### src/rtl/digits_pkg.sv
// Shared definitions for the key encoder.
//   DEBOUNCE_CYCLES_DEFAULT : default number of stable samples to accept a press/release
//   state_t                 : key encoder FSM state encoding
package digits_pkg;

  localparam int DEBOUNCE_CYCLES_DEFAULT = 16;

  typedef enum logic [1:0] {
    IDLE     = 2'd0,
    DEBOUNCE = 2'd1,
    PRESENT  = 2'd2,
    RELEASE  = 2'd3
  } state_t;

endpackage

### src/rtl/sync_two.sv
// Two-stage synchronizer for the 4 raw key lines.
//   clk   : sampling clock
//   rst_n : async active-low reset, clears both stages
//   d     : asynchronous input lines
//   q     : synchronized output (two clocks of latency)
module sync_two (
  input  logic       clk,
  input  logic       rst_n,
  input  logic [3:0] d,
  output logic [3:0] q
);

  logic [3:0] meta;

  always_ff @(posedge clk or negedge rst_n) begin
    if (!rst_n) begin
      meta <= '0;
      q    <= '0;
    end else begin
      meta <= d;
      q    <= meta;
    end
  end

endmodule

### src/rtl/key_encoder.sv
// Debounced 4-key encoder with valid/ready hand-off.
//   clk   : single clock, rising edge
//   rst_n : async active-low reset
//   keys  : raw bouncing key lines, bit i high = key i pressed
//   ready : consumer accepts the presented code
//   code  : index of highest pressed key in the accepted pattern
//   valid : code/multi are presented, held until ready
//   multi : more than one key set in the accepted pattern
//
// state    | meaning
// ---------+---------------------------------------------------------
// IDLE     | no key seen, waiting for a non-zero synchronized sample
// DEBOUNCE | counting consecutive identical samples of pat
// PRESENT  | event presented (valid=1), waiting for ready
// RELEASE  | event consumed, waiting for all keys released and stable
module key_encoder
  import digits_pkg::*;
#(
  parameter int DEBOUNCE_CYCLES = DEBOUNCE_CYCLES_DEFAULT
) (
  input  logic       clk,
  input  logic       rst_n,
  input  logic [3:0] keys,
  input  logic       ready,
  output logic [1:0] code,
  output logic       valid,
  output logic       multi
);

  localparam int CW = $clog2(DEBOUNCE_CYCLES);
  localparam logic [CW-1:0] CNT_LAST = CW'(DEBOUNCE_CYCLES - 1);

  state_t        state, state_nxt;
  logic [3:0]    ks;
  logic [3:0]    pat, pat_nxt;
  logic [CW-1:0] cnt, cnt_nxt;
  logic [1:0]    code_nxt;
  logic          valid_nxt;
  logic          multi_nxt;
  logic [1:0]    enc_code;
  logic [2:0]    enc_ones;
  logic          enc_multi;

  sync_two u_sync (
    .clk   (clk),
    .rst_n (rst_n),
    .d     (keys),
    .q     (ks)
  );

  // Priority encode (3 > 2 > 1 > 0) and popcount of the debounced pattern.
  always_comb begin
    enc_code = 2'd0;
    if (pat[3])      enc_code = 2'd3;
    else if (pat[2]) enc_code = 2'd2;
    else if (pat[1]) enc_code = 2'd1;
    enc_ones  = 3'(pat[0]) + 3'(pat[1]) + 3'(pat[2]) + 3'(pat[3]);
    enc_multi = (enc_ones > 3'd1);
  end

  always_comb begin
    state_nxt = state;
    pat_nxt   = pat;
    cnt_nxt   = cnt;
    code_nxt  = code;
    valid_nxt = valid;
    multi_nxt = multi;
    unique case (state)
      IDLE: begin
        if (ks != 4'd0) begin
          pat_nxt   = ks;
          cnt_nxt   = '0;
          state_nxt = DEBOUNCE;
        end
      end
      DEBOUNCE: begin
        if (ks == 4'd0) begin
          cnt_nxt   = '0;
          state_nxt = IDLE;
        end else if (ks != pat) begin
          // Pattern changed mid-debounce: restart on the new pattern.
          pat_nxt = ks;
          cnt_nxt = '0;
        end else if (cnt == CNT_LAST) begin
          code_nxt  = enc_code;
          multi_nxt = enc_multi;
          valid_nxt = 1'b1;
          state_nxt = PRESENT;
        end else begin
          cnt_nxt = cnt + CW'(1);
        end
      end
      PRESENT: begin
        // Keys are ignored here so a release cannot disturb the event.
        if (ready) begin
          valid_nxt = 1'b0;
          cnt_nxt   = '0;
          state_nxt = RELEASE;
        end
      end
      RELEASE: begin
        if (ks != 4'd0) begin
          cnt_nxt = '0;
        end else if (cnt == CNT_LAST) begin
          cnt_nxt   = '0;
          state_nxt = IDLE;
        end else begin
          cnt_nxt = cnt + CW'(1);
        end
      end
      default: begin
        state_nxt = IDLE;
      end
    endcase
  end

  always_ff @(posedge clk or negedge rst_n) begin
    if (!rst_n) begin
      state <= IDLE;
      pat   <= '0;
      cnt   <= '0;
      code  <= 2'b00;
      valid <= 1'b0;
      multi <= 1'b0;
    end else begin
      state <= state_nxt;
      pat   <= pat_nxt;
      cnt   <= cnt_nxt;
      code  <= code_nxt;
      valid <= valid_nxt;
      multi <= multi_nxt;
    end
  end

endmodule

### config.mk
export PLATFORM = sky130hd
export DESIGN_NAME = key_encoder
export DESIGN_NICKNAME = d
export VERILOG_FILES = /design/src/rtl/digits_pkg.sv /design/src/rtl/sync_two.sv /design/src/rtl/key_encoder.sv
export SDC_FILE = /design/constraint.sdc
export NUM_CORES = 1
export LEC_CHECK = 0
export ABC_AREA = 0
export CORE_MARGIN = 4
export CORE_UTILIZATION = 53
export CTS_BUF_LIST = sky130_fd_sc_hd__clkbuf_16
export DETAILED_ROUTE_END_ITERATION = 8
export PLACE_DENSITY = 0.76
export SYNTH_ARGS = -nofsm -noshare
export SYNTH_HDL_FRONTEND = slang
export SYNTH_SLANG_ARGS = --single-unit
### constraint.sdc
create_clock -name clk -period 1.79 [get_ports clk]
set_input_delay 0.537 -clock clk [delete_from_list [all_inputs] [get_ports clk]]
set_output_delay 0.537 -clock clk [all_outputs]
set_load 0.02 [all_outputs]
==> out/qor.csv, run 1 <==
stage,metric,value,unit
pwr,powerDensity,954.0,mW/mm²
placed_design,dp_hpwl,1298,µm
setup_path,cpPeakStageDelay,0.60,ns
logic_synthesis,seq_area_frac_synth,54.25,%
clock_tree,clk_pin_slew_worst_paths,0.06,ns
logic_synthesis,synth_warnings,0,
global_route,grt_pass1_wl,3387,µm
drt,vias,711,
cells_and_area,final_common_cell,dfrtp_1,
floorplanning,num_rows,15,
clock_tree,cts_root_buf,clkbuf_16,
sta,finalSetupTns,0,ns
global_route,overflow,0,
logic_synthesis,async_flop_share,100.0,%
hold_path,hp-class,reg2reg,
pwr,leakage,0.5625,nW
logic_synthesis,synth_nets,91,
sta,setup_viol,0,
drt,wl,1875,µm
cells_and_area,final_cell_mix,"22 x dfrtp_1, 10 x clkdlybuf4s50_1, 8 x inv_1",
logic_synthesis,synth_edf_count,0,
floorplanning,die_h,51.76,µm
global_route,grt_pass1_vias,719,
drt,drc,0,
pwr,peakVddDrop,0.0008020,V
drt,antenna_left,0,
floorplanning,ioPinCount,11,
logic_synthesis,syn_inst,82,
sta,fin_crit_sh,97.14,%
setup_path,worstSetupPathType,reg2out,
cells_and_area,areaGrowthSynthToFinish,27.50,%
setup_path,critPathRequiredTime,1.25,ns
floorplanning,core_area,0.001764,mm²
sta,holdWs,0.3495,ns
global_route,track_usage,17.43,%
setup_path,crit_arrival,1.20,ns
clock_tree,clock_latency,0.26,ns
clock_tree,cts_inserted_buffers,3,
clock_tree,cts_max_level,1,
sta,finalHoldViolations,0,
drt,drt_iter0_markers,8,
placed_design,port_buffers,10,
run_status,outcome,"complete, no violations",
logic_synthesis,synth_area_per_cell,12.37,µm²
setup_path,path_delay_family,buffers and inverters,
sta,post-route-min-period,1.739,ns
drt,wl_per_cell,15.12,µm
drt,viasPerCell,5.734,
logic_synthesis,ys_ff_latch,22,
job,maxCapViolCount,0,
global_route,antenna_found_initial,0,
floorplanning,die-area,0.002679,mm²
setup_path,crit_chain,clkdlybuf4s50_1,
global_route,grt_max_degree,23,
setup_path,critPathLaunchType,flip-flop,
setup_path,crit_buf_inv,1,
floorplanning,die_w,51.76,µm
cells_and_area,drive_gt1_share,23.23,%
sta,timing_worst_slew_pin_value,0.4865,ns
sta,drv_slew,0,
logic_synthesis,synth_area,0.001015,mm²
setup_path,crit_slowest_cell,clkdlybuf4s50_1,
cells_and_area,layout.nets,109,
sta,relSlewSlack,67.27,%
sta,fmax,575.1,MHz
setup_path,endpoint_kind,output port,
placed_design,gp_congestion,0.8910,
pwr,p_total,1.234,mW
clock_tree,cts_max_path_buffers,2,
drt,drt_first_pass_iters,6,
sta,final.setup_skew,0.002575,ns
cells_and_area,antenna_cells,0,
clock_tree,cts_tree,yes,
clock_tree,numClockSinks,22,
logic_synthesis,ys.flop_type,dfrtp_1,
setup_path,path_max_fanout,2,
logic_synthesis,yosysUniqueCellTypes,29,
floorplanning,start_util,57.52,%
registers in the layout, indices dropped and copies added (netlist names), named ones only:
name,cells
cnt,4
code,2
multi,1
pat,4
state,1
u_sync.meta,4
u_sync.q,4
valid,1
final cells by class:
class	instances	area (µm²)
Clock inverter	1	30.03
Sequential cell	22	550.5
Inverter	8	30.03
Multi-Input combinational cell	52	454.2
Clock buffer	3	75.07
Timing Repair Buffer	13	122.6
Fill cell	144	470.5
Tap cell	25	31.28
synth_stat cells, types with 2 or more instances:
master    count  area share [%]
o21ai_0       5             2.5
nand2_1       8             3.0
mux2_2        4             4.4
dfrtp_1      22              54
a211oi_1      2             1.5
xnor2_1       4             3.5
inv_1         8             3.0
nand3_1       6             3.0
o21ai_2       2             1.7
nand4b_1      2             1.7
final timing paths:
| check | from | endpoint | slack [ns] | cells after the start |
|---|---|---|---|---|
| min reg2reg | u_sync.meta[0] | u_sync.q[0] | 0.35 | 0 |
| max reg2reg | u_sync.q[2] | cnt[0] | 0.07 | 5 |
| min | u_sync.meta[0] | u_sync.q[0] | 0.35 | 0 |
| max in group asynchronous | rst_n | pat[3] | 0.94 | 2 |
| min in group asynchronous | rst_n | multi | 0.63 | 2 |
| max | code[1] | code[1] | 0.05 | 1 |
per-stage QoR:
step / setup WS [ns] / instance area (µm²) / utilization [%] / std cells
2_1_floorplan: 0.1618 / 1015 / - / 82
3_3_place_gp: 0.04669 / 1161 / 65.82 / 119
3_5_place_dp: 0.03762 / 1161 / 65.82 / 119
4_1_cts: 0.03664 / 1266 / 71.77 / 123
5_1_grt: -0.01265 / 1294 / 73.33 / 124
6_report: 0.05127 / 1294 / 73.33 / 124
power by group:
part	total, mW	internal [mW]	switching [mW]
clock network	0.623	0.444	0.179
logic	0.0797	0.0400	0.0398
registers	0.532	0.514	0.0173
total	1.23	0.998	0.236
kinds of logic after synthesis:
family | synth area share, %
simple gates | 15.41
flops | 54.25
compound gates | 12.58
buf+inv | 2.959
mux | 8.137
xor+xnor | 3.452
fa+ha+maj | 3.206
per-layer routing:
layer	global-route usage [%]	wire (µm)
met5	0	0
met4	9.170	13
met1	21.23	845
met2	28.39	931
met3	4.298	84
what timing repair did:
| item | 4_1_cts | 5_1_grt |
|---|---|---|
| setup buffers | 0 | 1 |
| endpoints found under the setup margin | 0 | 9 |
| hold buffers | 0 | 0 |
| gates resized for setup | 0 | 3 |
Power figures use the tool's default switching activity.
==> run 2: changes to the inputs <==
GPL_TIMING_DRIVEN = 0   (was unset)
==> run 2 against run 1 <==
Effect of this change:
- cell area shrank 2.8%
- largest power group is now registers
- register-to-register slack is essentially flat
- worst hold slack lost 0.0031 ns
- combinational power shrank 4.3%
- critical endpoint is now cnt[0]
- sequential share of layout area grew 1.2 points
- sequential cell count is the same
- maximum frequency grew 0.24%
- largest cell class unchanged
- clock skew shrank 0.0012 ns
- global-route usage shrank 2.4 points
- via count shrank 3.7%
==> out/qor.csv, run 2 (synthesized netlist as in run 1, its figures left out) <==
stage,metric,value,unit,change
floorplanning,core_area,0.001764,mm²,unchanged
global_route,overflow,0,,unchanged
global_route,grt_pass1_vias,644,,-10%
floorplanning,die_h,51.76,µm,unchanged
setup_path,worstSetupPathType,reg2reg,,
setup_path,critPathLaunchType,flip-flop,,
floorplanning,num_rows,15,,unchanged
cells_and_area,drive_gt1_share,22.45,%,-0.78 points
placed_design,dp_hpwl,1165,µm,-10%
clock_tree,numClockSinks,22,,unchanged
clock_tree,cts_max_path_buffers,2,,unchanged
floorplanning,die_w,51.76,µm,unchanged
global_route,grt_max_degree,23,,unchanged
sta,timing_worst_slew_pin_value,0.9230,ns,+0.4365 ns
setup_path,crit_slowest_cell,or4_4,,
setup_path,path_delay_family,simple AND/OR/NAND/NOR gates,,
sta,setup_viol,0,,unchanged
sta,final.setup_skew,0.001363,ns,-0.001211 ns
global_route,grt_pass1_wl,2835,µm,-16%
drt,wl_per_cell,12.83,µm,-15%
pwr,leakage,0.5634,nW,+0.16%
sta,fin_crit_sh,96.90,%,-0.23 points
cells_and_area,areaGrowthSynthToFinish,23.92,%,
pwr,p_total,1.064,mW,-14%
global_route,track_usage,15.06,%,-2.4 points
setup_path,path_max_fanout,4,,+2
sta,holdWs,0.3464,ns,-0.003073 ns
sta,finalSetupTns,0,ns,unchanged
global_route,antenna_found_initial,0,,unchanged
cells_and_area,postLayoutCoreUtil,71.28,%,-2.1 points
sta,finalHoldViolations,0,,unchanged
placed_design,port_buffers,10,,unchanged
pwr,powerDensity,845.9,mW/mm²,-11%
cells_and_area,antenna_cells,0,,unchanged
cells_and_area,layoutNonFillerInstCount,123,,-0.81%
floorplanning,die-area,0.002679,mm²,unchanged
drt,drt_first_pass_iters,4,,-2
setup_path,crit_chain,or4_4 -> mux2i_4 -> o2bb2ai_2 -> nand2b_4 -> o21ai_2,,
cells_and_area,final_cell_mix,"22 x dfrtp_1, 9 x clkdlybuf4s50_1, 8 x inv_1",,
clock_tree,clk_pin_slew_worst_paths,0.05,ns,about the same
clock_tree,cts_max_level,1,,unchanged
setup_path,critPathRequiredTime,1.93,ns,+0.68 ns
drt,vias,685,,-3.7%
setup_path,cpPeakStageDelay,0.60,ns,about the same
floorplanning,ioPinCount,11,,unchanged
floorplanning,start_util,57.52,%,unchanged
placed_design,dp_cells,117,,-1.7%
clock_tree,cts_root_buf,clkbuf_16,,
setup_path,crit_buf_inv,0,,-1
sta,post-route-min-period,1.735,ns,-0.004188 ns
clock_tree,cts_inserted_buffers,3,,unchanged
drt,drt_iter0_markers,17,,+9
cells_and_area,layout.nets,108,,-0.92%
cells_and_area,nFillCells,136,,-5.6%
drt,wl,1578,µm,-16%
hold_path,hp-class,reg2reg,,
job,maxCapViolCount,0,,unchanged
cells_and_area,final_common_cell,dfrtp_1,,
setup_path,endpoint_kind,flip-flop,,
setup_path,crit_arrival,1.87,ns,+0.67 ns
clock_tree,cts_hold_buffers,0,,unchanged
clock_tree,clock_latency,0.25,ns,about the same
clock_tree,cts_tree,yes,,
run_status,outcome,"complete, no violations",,
pwr,peakVddDrop,0.0006973,V,-13%
sta,relSlewSlack,38.27,%,-29 points
placed_design,gp_congestion,0.7800,,-12%
drt,drc,0,,unchanged
sta,drv_slew,0,,unchanged
sta,fmax,576.5,MHz,+0.24%
drt,antenna_left,0,,unchanged
drt,viasPerCell,5.569,,-2.9%
==> run 2: final timing paths <==
kind | start | cells after the start | endpoint | slack, ns
worst max-delay path | u_sync.q[1] | 5 | cnt[0] | 0.06
worst min-delay path | u_sync.meta[0] | 0 | u_sync.q[0] | 0.35
worst max register to register | u_sync.q[1] | 5 | cnt[0] | 0.06
worst min register to register | u_sync.meta[0] | 0 | u_sync.q[0] | 0.35
max in group asynchronous | rst_n | 1 | pat[0] | 0.42
min in group asynchronous | rst_n | 1 | pat[1] | 0.80
==> run 2: report_power, final <==
part / leakage (nW) / switching [mW] / internal [mW]
registers: 0.269 / 0.0160 / 0.515
clock network: 0.0385 / 0.159 / 0.297
logic: 0.255 / 0.0379 / 0.0384
==> run 2: layout make-up <==
type / count / area, µm² / area share, %
Sequential cell: 22 / 550.5 / 43.78
Timing Repair Buffer: 12 / 117.6 / 9.353
Multi-Input combinational cell: 52 / 449.2 / 35.72
Tap cell: 25 / 31.28 / 2.488
Clock inverter: 1 / 3.754 / 0.2985
Inverter: 8 / 30.03 / 2.388
Clock buffer: 3 / 75.07 / 5.970
==> run 2: layer usage <==
metal,GRT usage (%),share of wire [%],vias to the layer above
met5,0,0,-
li1,-,-,327
met2,23.52,49,22
met3,4.585,6.3,5
met4,9.607,2.9,0
met1,17.99,42,331
==> run 2: timing repair <==
item | in CTS | in global routing
resized for setup | 0 | 4
setup endpoints to repair | 0 | 6
setup buffers | 0 | 2
==> run 2: metrics by stage <==
step / cell area (µm²) / setup WS [ns]
after floorplan: 1015 / 0.1618
after global placement: 1146 / 0.05529
after detailed placement: 1146 / 0.04532
after CTS: 1225 / 0.02996
after global routing: 1257 / -0.02984
final: 1257 / 0.05546
==> RTL edit: new RTL, settings of run 2 <==
Add an input register stage for `keys`; this delays it by one clock. The other inputs are not delayed to match.
--- a/src/rtl/key_encoder.sv
+++ b/src/rtl/key_encoder.sv
@@ -31,4 +31,10 @@
   localparam logic [CW-1:0] CNT_LAST = CW'(DEBOUNCE_CYCLES - 1);
 
+  logic [3:0] keys_q;
+
+  always_ff @(posedge clk) begin
+    keys_q <= keys;
+  end
+
   state_t        state, state_nxt;
   logic [3:0]    ks;
@@ -45,5 +51,5 @@
     .clk   (clk),
     .rst_n (rst_n),
-    .d     (keys),
+    .d     (keys_q),
     .q     (ks)
   );
Function: same outputs for any inputs over 10 cycles, from zero or initial values and one cycle with rst_n low; that may be too few to reach the edited logic, so the function may still have changed.
==> RTL edit against run 2 <==
Final cell count up 11%. Cell area is 11% higher. Global-route usage grew 2.0 points. Via count increased by 14%. Power increased by 27%. Core utilization rose by 0.31 points. Routed wire length rose by 24%. Clock skew about the same. Worst setup slack worse by 0.0057 ns. Sequential cell count is 4 higher. Synthesized cell count rose by 12%. Worst hold slack worse by 0.016 ns. Synthesized area is 6.8% higher. Largest cell class unchanged. Largest power group unchanged.
==> RTL edit: results <==
[status]
outcome = "complete, no violations"

[global_routing]
grt_pass1_vias = 793
grt.total_usage_pct = 17.1

[yosys]
synth_cells = 92
synthesis.nets = 101
synth_seq_area_share_pct = 58.2
synth.top_cells.by_count = "22 x dfrtp_1, 7 x inv_1, 6 x a21oi_1, 6 x nand3_1"
synth_cell_type_count = 28
async_reset_ff_share_pct = 84.6

[power]
vdd_drop_max_mv = 0.934
swShare_pct = 18.9

[detailed_routing]
drtPass1Iterations = 2
drtIter0Drc = 7
dr_total_vias = 778

[finish]
stdcell_count = 137
fin_nets = 120
fillerInstances = 133

[critical_path]
worst_r2r_startpoint = "u_sync.q[2]"
crit_slowest_cell = "clkdlybuf4s50_1"
cp_data_arrival_time_ns = 1.20
crit_fanout = 2

[placed_design]
place_hpwl_um = 1270
place_inst = 129
place_area_um2 = 1220

[hold_path]
worstHoldStart = "keys_q[0]"

[timing]
tightest_slew_ns = 0.943
fin_skew_ns = 0.00174

[clock_tree]
cts_max_level = 1
[RTL edit: layout make-up]
cell class | instances | area [um2] | share of cell area (%)
flip-flops and latches | 26 | 633 | 45.5
multi-input cells | 57 | 450 | 32.4
repair buffers | 15 | 138 | 9.90
clock buffers | 3 | 75.1 | 5.40
well taps | 27 | 33.8 | 2.43
clock inverters | 1 | 30.0 | 2.16
inverters | 7 | 26.3 | 1.89
plain buffers | 1 | 3.75 | 0.270
[RTL edit: power groups by stage]
stage / registers [mW] / logic, mW / clock network [mW]
after global routing: 0.636 / 0.102 / 0.674
final: 0.632 / 0.0912 / 0.631
after global placement: 0.639 / 0.0817 / 0
after floorplan: 0.636 / 0.0529 / 0
after CTS: 0.629 / 0.0897 / 0.641
after detailed placement: 0.641 / 0.0848 / 0
[RTL edit: worst max path at each step]
| stage | endpoint | depth (start not counted) | start |
|---|---|---|---|
| floorplan | code[0] | 5 | u_sync.q[2] |
| global placement | cnt[2] | 6 | ready |
| detailed placement | multi | 5 | u_sync.q[2] |
| CTS | multi | 5 | u_sync.q[1] |
| global route | multi | 5 | u_sync.q[2] |
| finish | code[1] | 1 | code[1] |
[RTL edit: timing repair]
action,CTS,global route
endpoints found under the setup margin,6,4
gates resized for setup,2,6
pin swaps,2,2
buffers inserted,3,2
[RTL edit: kinds of logic after synthesis]
family / synth area share (%)
simple gates: 17.0
flops: 58.2
compound gates: 11.3
buf+inv: 3.12
xor+xnor: 3.23
mux: 4.16
fa+ha+maj: 3.00
[RTL edit: through the flow]
step                utilization (%)  setup TNS, ns  worst slack [ns]  hold WS [ns]  power, mW
finish                         71.6              0            0.0497         0.330       1.35
global route                   71.6        -0.0409           -0.0194         0.334       1.41
CTS                            69.7              0            0.0292         0.334       1.36
detailed placement             62.7          -1.01            -0.268         0.326      0.725
global placement               62.7         -0.681            -0.210         0.317      0.721
floorplan                         -        -0.0422           -0.0211         0.241      0.689
[RTL edit: per-layer routing]
layer | vias up | share of wire [%] | GRT usage (%)
met4 | 0 | 1.5 | 8.09
li1 | 368 | - | -
met2 | 13 | 53 | 27.6
met1 | 393 | 42 | 20.8
met5 | - | 0 | 0
met3 | 4 | 3.2 | 4.79
